## src/rtl/fruit_motion.sv

```systemverilog
// ---------------------------------------------------------------------------
// fruit_motion
//   Per-fruit trajectory engine sitting directly upstream of the fruit
//   renderer. A spawn request launches one fruit from just below the screen;
//   its centre is then advanced once per video frame under gravity, bouncing
//   off the side walls and clamping at the top edge. The fruit is retired
//   either by a slice from the blade logic or by falling out of the bottom,
//   and a one-cycle pulse reports which of the two happened.
//
// Optional feature (compile-time macro FRUIT_FALL_EN):
//   When defined, a slice does not retire the fruit immediately. The fruit
//   enters a FALL state, stays visible, loses its horizontal speed and keeps
//   falling until it leaves the bottom, then retires silently (no missed).
//   When undefined, FALL does not exist and a slice retires the fruit.
//
// Ports:
//   clk           system clock
//   rst_n         asynchronous active-low reset
//   frame_tick    one-cycle pulse per frame (vsync)
//   spawn         launch request, honoured only while idle
//   spawn_x       launch column
//   spawn_vx      signed horizontal speed in px/frame
//   spawn_choice  fruit type (0 orange, 1 apple, 2 pomegranate, 3 pear)
//   slice         one-cycle hit indication from the blade logic
//   x0, y0        fruit centre to the renderer
//   choice        latched fruit type to the renderer
//   en            fruit visible
//   busy          fruit in flight
//   sliced        one-cycle pulse: fruit retired by a slice
//   missed        one-cycle pulse: fruit left the bottom unsliced
// ---------------------------------------------------------------------------
module fruit_motion #(
    parameter int SCREEN_W  = 640,
    parameter int SCREEN_H  = 480,
    parameter int LAUNCH_VY = 24,
    parameter int GRAVITY   = 1,
    parameter int MAX_VY    = 15,
    parameter int HALF      = 8
) (
    input  logic       clk,
    input  logic       rst_n,
    input  logic       frame_tick,
    input  logic       spawn,
    input  logic [9:0] spawn_x,
    input  logic [3:0] spawn_vx,
    input  logic [1:0] spawn_choice,
    input  logic       slice,
    output logic [9:0] x0,
    output logic [9:0] y0,
    output logic [1:0] choice,
    output logic       en,
    output logic       busy,
    output logic       sliced,
    output logic       missed
);

    // Keep-out bounds for the centre, in both unsigned (register) and
    // signed 11-bit (arithmetic) forms.
    localparam logic [9:0]         X_LO      = 10'(HALF);
    localparam logic [9:0]         X_HI      = 10'(SCREEN_W - 1 - HALF);
    localparam logic [9:0]         Y_LO      = 10'(HALF);
    localparam logic [9:0]         Y_EXIT    = 10'(SCREEN_H + HALF);
    localparam logic signed [10:0] X_LO_S    = 11'(HALF);
    localparam logic signed [10:0] X_HI_S    = 11'(SCREEN_W - 1 - HALF);
    localparam logic signed [10:0] Y_LO_S    = 11'(HALF);
    localparam logic signed [5:0]  VY_LAUNCH = 6'(-LAUNCH_VY);
    localparam logic signed [6:0]  VY_GRAV   = 7'(GRAVITY);
    localparam logic signed [6:0]  VY_MAX    = 7'(MAX_VY);

`ifdef FRUIT_FALL_EN
    typedef enum logic [1:0] {
        S_IDLE   = 2'd0,
        S_LAUNCH = 2'd1,
        S_FLY    = 2'd2,
        S_FALL   = 2'd3
    } state_t;
`else
    typedef enum logic [1:0] {
        S_IDLE   = 2'd0,
        S_LAUNCH = 2'd1,
        S_FLY    = 2'd2
    } state_t;
`endif

    state_t             state_q, state_d;
    logic [9:0]         x0_q, x0_d;
    logic [9:0]         y0_q, y0_d;
    logic [1:0]         choice_q, choice_d;
    // vx is one bit wider than spawn_vx so that negating -8 on a wall
    // bounce yields +8 instead of wrapping back to -8.
    logic signed [4:0]  vx_q, vx_d;
    logic signed [5:0]  vy_q, vy_d;
    logic               en_q, en_d;
    logic               busy_q, busy_d;
    logic               sliced_q, sliced_d;
    logic               missed_q, missed_d;

    logic signed [10:0] x_ext, vx_wide, x_sum;
    logic signed [10:0] y_ext, vy_wide, y_sum;
    logic signed [6:0]  vy_inc;
    logic signed [5:0]  vy_upd;
    logic signed [4:0]  vx_upd;
    logic [9:0]         x_upd, y_upd;
    logic               exit_now;

    // Candidate per-frame update, computed every cycle from the current
    // position and speed; the FSM decides whether to commit it.
    always_comb begin
        x_ext   = {1'b0, x0_q};
        vx_wide = {{6{vx_q[4]}}, vx_q};
        x_sum   = x_ext + vx_wide;
        if (x_sum < X_LO_S) begin
            x_upd  = X_LO;
            vx_upd = -vx_q;
        end else if (x_sum > X_HI_S) begin
            x_upd  = X_HI;
            vx_upd = -vx_q;
        end else begin
            x_upd  = x_sum[9:0];
            vx_upd = vx_q;
        end

        // Position moves by the old vy; vy then gains gravity and saturates.
        y_ext   = {1'b0, y0_q};
        vy_wide = {{5{vy_q[5]}}, vy_q};
        y_sum   = y_ext + vy_wide;
        vy_inc  = {vy_q[5], vy_q} + VY_GRAV;
        vy_upd  = (vy_inc > VY_MAX) ? VY_MAX[5:0] : vy_inc[5:0];
        if (y_sum < Y_LO_S) begin
            y_upd  = Y_LO;
            vy_upd = '0;
        end else begin
            y_upd  = y_sum[9:0];
        end

        exit_now = (vy_upd > 6'sd0) && (y_upd >= Y_EXIT);
    end

    always_comb begin
        state_d  = state_q;
        x0_d     = x0_q;
        y0_d     = y0_q;
        choice_d = choice_q;
        vx_d     = vx_q;
        vy_d     = vy_q;
        sliced_d = 1'b0;
        missed_d = 1'b0;

        case (state_q)
            S_IDLE: begin
                if (spawn) begin
                    state_d = S_LAUNCH;
                end
            end

            S_LAUNCH: begin
                if (spawn_x < X_LO) begin
                    x0_d = X_LO;
                end else if (spawn_x > X_HI) begin
                    x0_d = X_HI;
                end else begin
                    x0_d = spawn_x;
                end
                y0_d     = Y_EXIT;
                vy_d     = VY_LAUNCH;
                vx_d     = {spawn_vx[3], spawn_vx};
                choice_d = spawn_choice;
                state_d  = S_FLY;
            end

            S_FLY: begin
                // A slice wins over a coincident frame tick: the fruit is
                // retired at the position where it was hit.
                if (slice) begin
                    sliced_d = 1'b1;
`ifdef FRUIT_FALL_EN
                    vx_d     = '0;
                    state_d  = S_FALL;
`else
                    state_d  = S_IDLE;
`endif
                end else if (frame_tick) begin
                    x0_d = x_upd;
                    vx_d = vx_upd;
                    y0_d = y_upd;
                    vy_d = vy_upd;
                    if (exit_now) begin
                        missed_d = 1'b1;
                        state_d  = S_IDLE;
                    end
                end
            end

`ifdef FRUIT_FALL_EN
            S_FALL: begin
                // vx is zero here, so only the vertical motion matters.
                if (frame_tick) begin
                    y0_d = y_upd;
                    vy_d = vy_upd;
                    if (exit_now) begin
                        state_d = S_IDLE;
                    end
                end
            end
`endif

            default: begin
                state_d = S_IDLE;
            end
        endcase

`ifdef FRUIT_FALL_EN
        en_d = (state_d == S_FLY) || (state_d == S_FALL);
`else
        en_d = (state_d == S_FLY);
`endif
        busy_d = (state_d != S_IDLE);
    end

    always_ff @(posedge clk or negedge rst_n) begin
        if (!rst_n) begin
            state_q  <= S_IDLE;
            x0_q     <= '0;
            y0_q     <= '0;
            choice_q <= '0;
            vx_q     <= '0;
            vy_q     <= '0;
            en_q     <= 1'b0;
            busy_q   <= 1'b0;
            sliced_q <= 1'b0;
            missed_q <= 1'b0;
        end else begin
            state_q  <= state_d;
            x0_q     <= x0_d;
            y0_q     <= y0_d;
            choice_q <= choice_d;
            vx_q     <= vx_d;
            vy_q     <= vy_d;
            en_q     <= en_d;
            busy_q   <= busy_d;
            sliced_q <= sliced_d;
            missed_q <= missed_d;
        end
    end

    assign x0     = x0_q;
    assign y0     = y0_q;
    assign choice = choice_q;
    assign en     = en_q;
    assign busy   = busy_q;
    assign sliced = sliced_q;
    assign missed = missed_q;

endmodule

```

## config.mk

```make
export PLATFORM = sky130hd
export DESIGN_NAME = fruit_motion
export DESIGN_NICKNAME = d
export VERILOG_FILES = /design/src/rtl/fruit_motion.sv
export SDC_FILE = /design/constraint.sdc
export NUM_CORES = 1
export LEC_CHECK = 0
export CORE_MARGIN = 5
export CORE_UTILIZATION = 38
export CTS_CLUSTER_SIZE = 40
export DETAILED_ROUTE_END_ITERATION = 16
export SETUP_SLACK_MARGIN = 0.1
export SLEW_MARGIN = 5
export SYNTH_ARGS = -nofsm -noshare
export SYNTH_HDL_FRONTEND = slang
export SYNTH_SLANG_ARGS = --single-unit
```

## constraint.sdc

```tcl
create_clock -name clk -period 4.4 [get_ports clk]
set_input_delay 0.88 -clock clk [delete_from_list [all_inputs] [get_ports clk]]
set_output_delay 0.88 -clock clk [all_outputs]
set_load 0.01 [all_outputs]
```

# Yosys cells after proc, flatten, opt, wreduce, memory -nomap -nowiden

Index checks and enable logic that the tools add are counted.

Logic and storage cells: 66
Bits of input ports: 21
Output and inout port bits: 26
Register bits after elaboration: 39

Order comparisons: 8
Add/subtract/negate cells: 4
Equal/unequal tests: 6
Muxes and demuxes: 32
Reduce and logical (&&, ||, !) cells: 6

Operator list:

| operator                                                           | count |
|---|---|
| 2-to-1 mux 10 bit                                                  | 9 |
| one-hot mux 10 bit (2 select lines)                                | 2 |
| 2-to-1 mux 6 bit                                                   | 4 |
| less-than comparator 11 x 5 -> 1 bit, second input constant        | 2 |
| 2-to-1 mux 5 bit                                                   | 4 |
| one-hot mux 6 bit (2 select lines)                                 | 1 |
| adder 11 x 5 -> 11 bit                                             | 1 |
| adder 11 x 6 -> 11 bit                                             | 1 |
| greater-than comparator 11 bit, second input constant              | 1 |
| greater-or-equal comparator 10 x 9 -> 1 bit, second input constant | 1 |
| greater-than comparator 10 bit, second input constant              | 1 |
| less-than comparator 10 x 4 -> 1 bit, second input constant        | 1 |
| one-hot mux 5 bit (2 select lines)                                 | 1 |
| 2-to-1 mux 2 bit                                                   | 4 |
| adder 6 x 2 -> 7 bit, second input constant                        | 1 |
| greater-than comparator 7 x 5 -> 1 bit, second input constant      | 1 |
| greater-than comparator 6 x 1 -> 1 bit, second input constant      | 1 |
| 2-to-1 mux 1 bit                                                   | 6 |
| one-hot mux 2 bit (3 select lines)                                 | 1 |
| negator 5 bit                                                      | 1 |
| equality test 2 bit, second input constant                         | 2 |
| inequality test 2 bit, second input constant                       | 2 |
| AND reduction 4 bit                                                | 1 |
| nonzero test 2 bit                                                 | 2 |
| 5 further kinds                                                    | 5 |

# Depth between registers and ports, before layout

Gate-level depths: netlist of the first run.

Depth after elaboration: 11
Depth in mapped cells: 9

# Worst setup path after synthesis of the first run

Ideal clock, no wire load.

Path type: register -> register
From: register vy_q[0]
To: register vy_q[4]
Clock period less this slack: 2.774 ns
Data required time: 4.278 ns
Setup slack: 1.626 ns
Data arrival time: 2.652 ns
Setup time: 0.122 ns
Cell stages (with the launch flop): 10
Cell sequence: dfrtp_1 > ha_1 > fa_1 > a21o_1 > a21oi_2 > xnor2_1 > or4_4 > nor4_4 > nor3_4 > a32o_1

Longest elaborated chain between the ends: 7
Elaborated cells on any way between the ends: 9
Those cells by class: add/sub: 2; order compare: 2; mux: 5

Ends and longest elaborated chain:

| item                                                           | line | text |
|---|---|---|
| from (decl)                                                    | 92   | `logic signed [5:0] vy_q, vy_d;` |
| from (signal assigned)                                         | 238  | `vy_q <= vy_d;` |
| branches (longest 3 deep; another with adder 11 x 6 -> 11 bit) | --   |  |
| 2-to-1 mux 6 bit *                                             | 129  | `if (y_sum < Y_LO_S) begin` |
| 2-to-1 mux 6 bit *                                             | 182  | `end else if (frame_tick) begin` |
| 2-to-1 mux 6 bit *                                             | 174  | `if (slice) begin` |
| one-hot mux 6 bit (2 select lines) *                           | 149  | `case (state_q)` |

Every way passes the cells marked *. The select of a mux whose other input is x is not followed.
A chain may end at the register's enable or synchronous reset.

# Worst setup path after layout of the first run

Same ends and word-level chain as after synthesis.

==> results.ini, run 1 <==
[outcome]
status = finished clean

[synthesis]
ys_types = 66
synth_top_area_cell = dfrtp_1
syn-instance-count = 362
synth_nets = 408
ys_seq_area_share_pct = 31.3
yosys_most_used_dff = dfrtp_1
synth_top_area_share_pct = 31.3
syn_area_um2 = 3120
yosys-top-cells-area = dfrtp_1 31%, ha_1 9.2%, nor2_1 5.2%
yosys_warnings = 0
synth-edff-count = 0
ys_top_cells_by_count = 43 x nor2_1, 39 x dfrtp_1, 31 x nand2_1
synthArstFlopShare_pct = 100
postSynthAreaPerCell_um2 = 8.61
synth_seq_cells = 39
yosysMostFrequentCell = nor2_1

[placed_design]
port-buffer-count = 46
gp_congestion = 0.885
hpwl_um = 6270
place_inst = 501
pre_cts_ws_ps = 1340

[global_route]
grt_max_degree = 40
grt.total_usage_pct = 16.9
grt_antenna_before_repair = 0
grt_pass1_vias = 2908
grt-ovfl-total = 0
grt_pass1_wl_um = 13800

[sta]
slew_viol_final = 0
setup_tns_ps = 0
period_share_pct = 70.2
final.setup.worst_slack_ps = 1310
hold_viol = 0
rsz0062_at_grt = false
clock_skew_ps = 8.45
fmax_mhz = 324
maxSlewHeadroom_pct = 40.3
fin_crit_ps = 3090
setup_violations = 0
worst_slew_pin_slew_ps = 896

[setup_path]
worstSetupEndpoint = vy_q[4]
rr_worst_depth = 9
rr_endpoint = vy_q[4]
r2r_start = vy_q[0]
startpoint_type = flip-flop
rrSetupSlack_ps = 1310
critPathMaxFanout = 9
worst-setup-path-type = reg -> reg
worstPathArrival_ps = 3280
end_kind = flip-flop
critPathLaunch = vy_q[0]
required_ps = 4590

[clock_tree]
cts_max_level = 2
cts.clk_slew.worst_paths_ps = 80
clock-sinks = 39
clk_latency_ps = 290
cts_hold_buf = 0
post_cts_buffers = 0
cts_tree = built
cts-resized-gates = 0
numCtsBuffers = 5
root_buffer = clkbuf_8
cts_buffer_depth = 2

[pwr]
power_density_nw_per_um2 = 831
worst_ir_drop_vdd_mv = 0.470
leakage_nw = 1.51

[cells_and_area]
drive_gt1_share_pct = 4.95
n_antenna_cell = 0
syn2layout_area_growth_pct = 19.3
finalNetCount = 449
final_cells = 509

[drt]
wl_per_cell_um = 16.1
dr.pass1.iters = 4
drcViolationCount = 0
ant_nets = 0
routed_wl_um = 8190
vias_per_cell = 5.70
drt_iter0_drc = 115
vias = 2901

[floorplanning]
die_w_um = 101
core_um2 = 8090
floorplan.die_area_um2 = 10100
num_rows = 33
chipHeight_um = 101
ios = 47
start_util_pct = 38.5

[worst_hold_path]
hp-class = reg -> reg

[job]
cap_violations = 0

[layout make-up]
cell class | instances | area (um^2)
Timing Repair Buffer | 47 | 463
Multi-Input combinational cell | 298 | 2020
Fill cell | 830 | 4370
Tap cell | 105 | 131
Clock inverter | 1 | 5.00
Sequential cell | 39 | 976
Inverter | 12 | 45.0
Clock buffer | 7 | 76.3
[layout by cell type (no fill, tap or decap), types with 3 or more instances in the layout]
cell type and instances:
a211oi_1 7, clkdlybuf4s50_1 45, nor3_1 10, nand2_1 31
o21ai_1 11, xor2_1 8, a21oi_1 25, dfrtp_1 39
mux2i_1 4, nor3b_1 4, xnor2_1 9, inv_1 12
nor2_1 43, nor2b_1 4, o21ai_0 24, nand4_1 4
clkbuf_8 5, o221ai_1 3, a31oi_1 6, nor4_1 4
or3_1 3, nand3_1 6, a22o_1 7, a21o_1 3
o211ai_1 6, ha_1 23
[cell families (layout without fill, tap and decap cells)]
family          after synthesis  count (layout)  synth area share [%]
fa+ha+maj                    26              26                  10.8
simple gates                123             123                  19.7
xor+xnor                     18              18                  5.30
compound gates              127             127                  27.8
flops                        39              39                  31.3
mux                           4               4                  1.28
buf+inv                      25              67                  3.77
[routing by layer]
layer	up-vias	GRT usage, %	routed length [um]
met3	9	3.88	255
li1	1436	-	-
met4	0	3.21	90
met1	1410	21.0	3780
met2	46	29.7	4060
met5	-	0	0
[sequential cells by signal, indices dropped and copies added (netlist names)]
name     flops
choice       2
busy         1
vy_q         6
state_q      2
en           1
vx_q         5
y0          10
sliced       1
x0          10
missed       1
[per-stage QoR]
stage	cell area, um^2	hold slack (ps)	utilization [%]	total power, mW
global route	3720	523	46.0	3.39
CTS	3720	488	46.0	3.10
finish	3720	483	46.0	3.09
floorplan	3120	490	-	2.25
detailed placement	3640	470	45.0	2.85
global placement	3640	464	45.0	2.83
[worst max-delay path, cell delays in order, from the launching register on]
cell and delay, ps:
dfrtp_1 480, ha_1 280, fa_1 480, a21o_1 210, a21oi_2 140, xnor2_1 120
or4_4 570, nor4_4 300, nor3_4 120, a32o_1 270
[power by group]
| group | internal [mW] | switching, mW |
|---|---|---|
| clock | 0.111 | 0.129 |
| combinational | 0.908 | 1.30 |
| sequential | 0.495 | 0.153 |
[how the worst min path moves through the flow]
| stage | end | slack [ps] | startpoint | cells after the start |
|---|---|---|---|---|
| CTS | choice[0] | 490 | choice[0] | 2 |
| global placement | choice[0] | 460 | choice[0] | 2 |
| finish | choice[0] | 480 | choice[0] | 2 |
| floorplan | state_q[0] | 490 | state_q[1] | 1 |
| detailed placement | choice[0] | 470 | choice[0] | 2 |
| global route | choice[0] | 520 | choice[0] | 2 |
Note: power is estimated with default switching activity, not from simulation.
==> inputs of run 2 (changes only) <==
Clock period 4.4 ns to 3 ns, I/O delays scaled along.
==> run 2 against run 1 <==
  * Final cell count up 3.9%
  * Highest routed layer unchanged
  * Global-route usage up 0.17 points
  * Worst setup slack worse by 1100 ps
  * Largest power group unchanged
  * Largest cell class unchanged
  * Clock skew down 2.5 ps
  * Critical endpoint unchanged
==> results.ini, run 2 (same netlist as run 1, synthesis figures left out) <==
[outcome]
status = finished clean  ; unchanged

[pwr]
leakage_nw = 1.62  ; was 1.51 nW
power_density_nw_per_um2 = 1250  ; was 831 nW/um^2
power.total_mw = 5.00  ; was 3.09 mW
worst_ir_drop_vdd_mv = 0.468  ; was 0.470 mV

[global_route]
grt_use_met2_pct = 29.0  ; was 29.7%
grt-busiest-layer = met2  ; unchanged
grt_max_degree = 40  ; unchanged
met3_usage_pct = 3.18  ; was 3.88%
grt_pass1_wl_um = 14100  ; was 13800 um
globalRouteMet1Util_pct = 21.9  ; was 21.0%
grt-ovfl-total = 0  ; unchanged
grt_pass1_vias = 2860  ; was 2908
grt_antenna_before_repair = 0  ; unchanged
grt.total_usage_pct = 17.0  ; was 16.9%

[floorplanning]
chipHeight_um = 101  ; unchanged
core_um2 = 8090  ; unchanged
num_rows = 33  ; unchanged
start_util_pct = 38.5  ; unchanged
ios = 47  ; unchanged
die_w_um = 101  ; unchanged
floorplan.die_area_um2 = 10100  ; unchanged

[placed_design]
gp_congestion = 0.901  ; was 0.885
hpwl_um = 6450  ; was 6270 um
place_inst = 513  ; was 501
port-buffer-count = 46  ; unchanged

[clock_tree]
cts_hold_buf = 0  ; unchanged
cts.clk_slew.worst_paths_ps = 80  ; about the same
numCtsBuffers = 5  ; unchanged
clock-sinks = 39  ; unchanged
cts_tree = built  ; unchanged
root_buffer = clkbuf_8  ; unchanged
cts_buffer_depth = 2  ; unchanged
cts_max_level = 2  ; unchanged
clk_latency_ps = 290  ; about the same

[cells_and_area]
layout_common_cells = 45 x clkdlybuf4s50_1, 42 x nor2_1, 39 x dfrtp_1  ; was 45 x clkdlybuf4s50_1, 43 x nor2_1, 39 x dfrtp_1
utilization_pct = 49.3  ; was 46.0%
fill_cells = 803  ; was 830
drive_gt1_share_pct = 13.4  ; was 4.95%
final_cells = 529  ; was 509
finalNetCount = 469  ; was 449
n_antenna_cell = 0  ; unchanged
syn2layout_area_growth_pct = 28.0  ; was 19.3%
layout_commonest_cell = clkdlybuf4s50_1  ; unchanged

[setup_path]
required_ps = 3180  ; was 4590 ps
cp_top_family = simple AND/OR/NAND/NOR gates  ; unchanged
end_kind = flip-flop  ; unchanged
crit_buf_inv = 1  ; was 0
rr_worst_depth = 10  ; was 9
cpPeakStageDelay_ps = 550  ; was 570 ps
worstPathArrival_ps = 2990  ; was 3280 ps
critPathMaxFanout = 9  ; unchanged
cp.depth = 10  ; was 9
crit_chain = ha_4 -> fa_2 -> a21o_1 -> a21oi_2 -> xnor2_2 -> or4_4 -> nor4_4 -> nor3_4 -> buf_12 -> a32o_1  ; was ha_1 -> fa_1 -> a21o_1 -> a21oi_2 -> xnor2_1 -> or4_4 -> nor4_4 -> nor3_4 -> a32o_1
startpoint_type = flip-flop  ; unchanged
worst-setup-path-type = reg -> reg  ; unchanged
cp_slowest_cell = or4_4  ; unchanged

[drt]
drt_iter0_drc = 74  ; was 115
dr.pass1.iters = 4  ; unchanged
vias_per_cell = 5.66  ; was 5.70
ant_nets = 0  ; unchanged
vias = 2992  ; was 2901
routed_wl_um = 8460  ; was 8190 um
wl_per_cell_um = 16.0  ; was 16.1 um
drcViolationCount = 0  ; unchanged

[sta]
fmax_mhz = 356  ; was 324 MHz
rsz0062_at_grt = true  ; was false
fin_crit_ps = 2810  ; was 3090 ps
hold_viol = 0  ; unchanged
setup_violations = 0  ; unchanged
maxSlewHeadroom_pct = 39.6  ; was 40.3%
clock_skew_ps = 5.95  ; was 8.45 ps
period_share_pct = 93.8  ; was 70.2%
whs_ps = 426  ; was 483 ps
worst_slew_pin_slew_ps = 906  ; was 896 ps
slew_viol_final = 0  ; unchanged
setup_tns_ps = 0  ; unchanged

[worst_hold_path]
hp-class = in -> async  ; was reg -> reg

[job]
cap_violations = 0  ; unchanged

run 2: cell count changes in the layout (fill, tap and decap cells not counted), sizes merged:
cell and delta:
buf +20, clkbuf +1, clkinv -1
run 2: path summary, 6_finish.rpt:
check / startpoint / to / slack (ps)
setup / recovery: y0[0] / vy_q[4] / 190
hold / removal: rst_n / x0[4] / 430
hold reg to reg: choice[1] / choice[1] / 480
min in group clk: choice[1] / choice[1] / 480
setup reg to reg: y0[0] / vy_q[4] / 190
max in group asynchronous: rst_n / en / 1990
run 2: cell type report:
type / instances / area [um^2] / area share (%)
clock buffer: 8 / 100 / 2.51
tap: 105 / 131 / 3.29
inverter: 12 / 45.0 / 1.13
sequential: 39 / 976 / 24.5
timing repair buffer: 67 / 626 / 15.7
multi-input combinational: 298 / 2110 / 52.9
run 2: metrics by stage:
stage | worst slack [ps] | area (um^2)
floorplan | 226 | 3120
global placement | 112 | 3730
detailed placement | 80.8 | 3730
CTS | 107 | 3860
global route | 90.8 | 3990
finish | 187 | 3990
run 2: power by group:
group          switching [mW]  internal, mW  total, mW  leakage [nW]
clock network           0.184         0.210      0.394        0.0515
logic                    2.08          1.60       3.67          1.09
registers               0.204         0.726      0.930         0.478
run 2: routing by layer:
layer / vias up / share of wire (%)
li1: 1486 / -
met1: 1424 / 44
met2: 69 / 49
met3: 13 / 4.9
met4: 0 / 1.6
met5: - / 0
run 2: repair_timing:
item | CTS | global route
setup endpoints to repair | 4 | 23
buffers inserted | 1 | 7
resized for setup | 5 | 14
pin swaps | 3 | 7
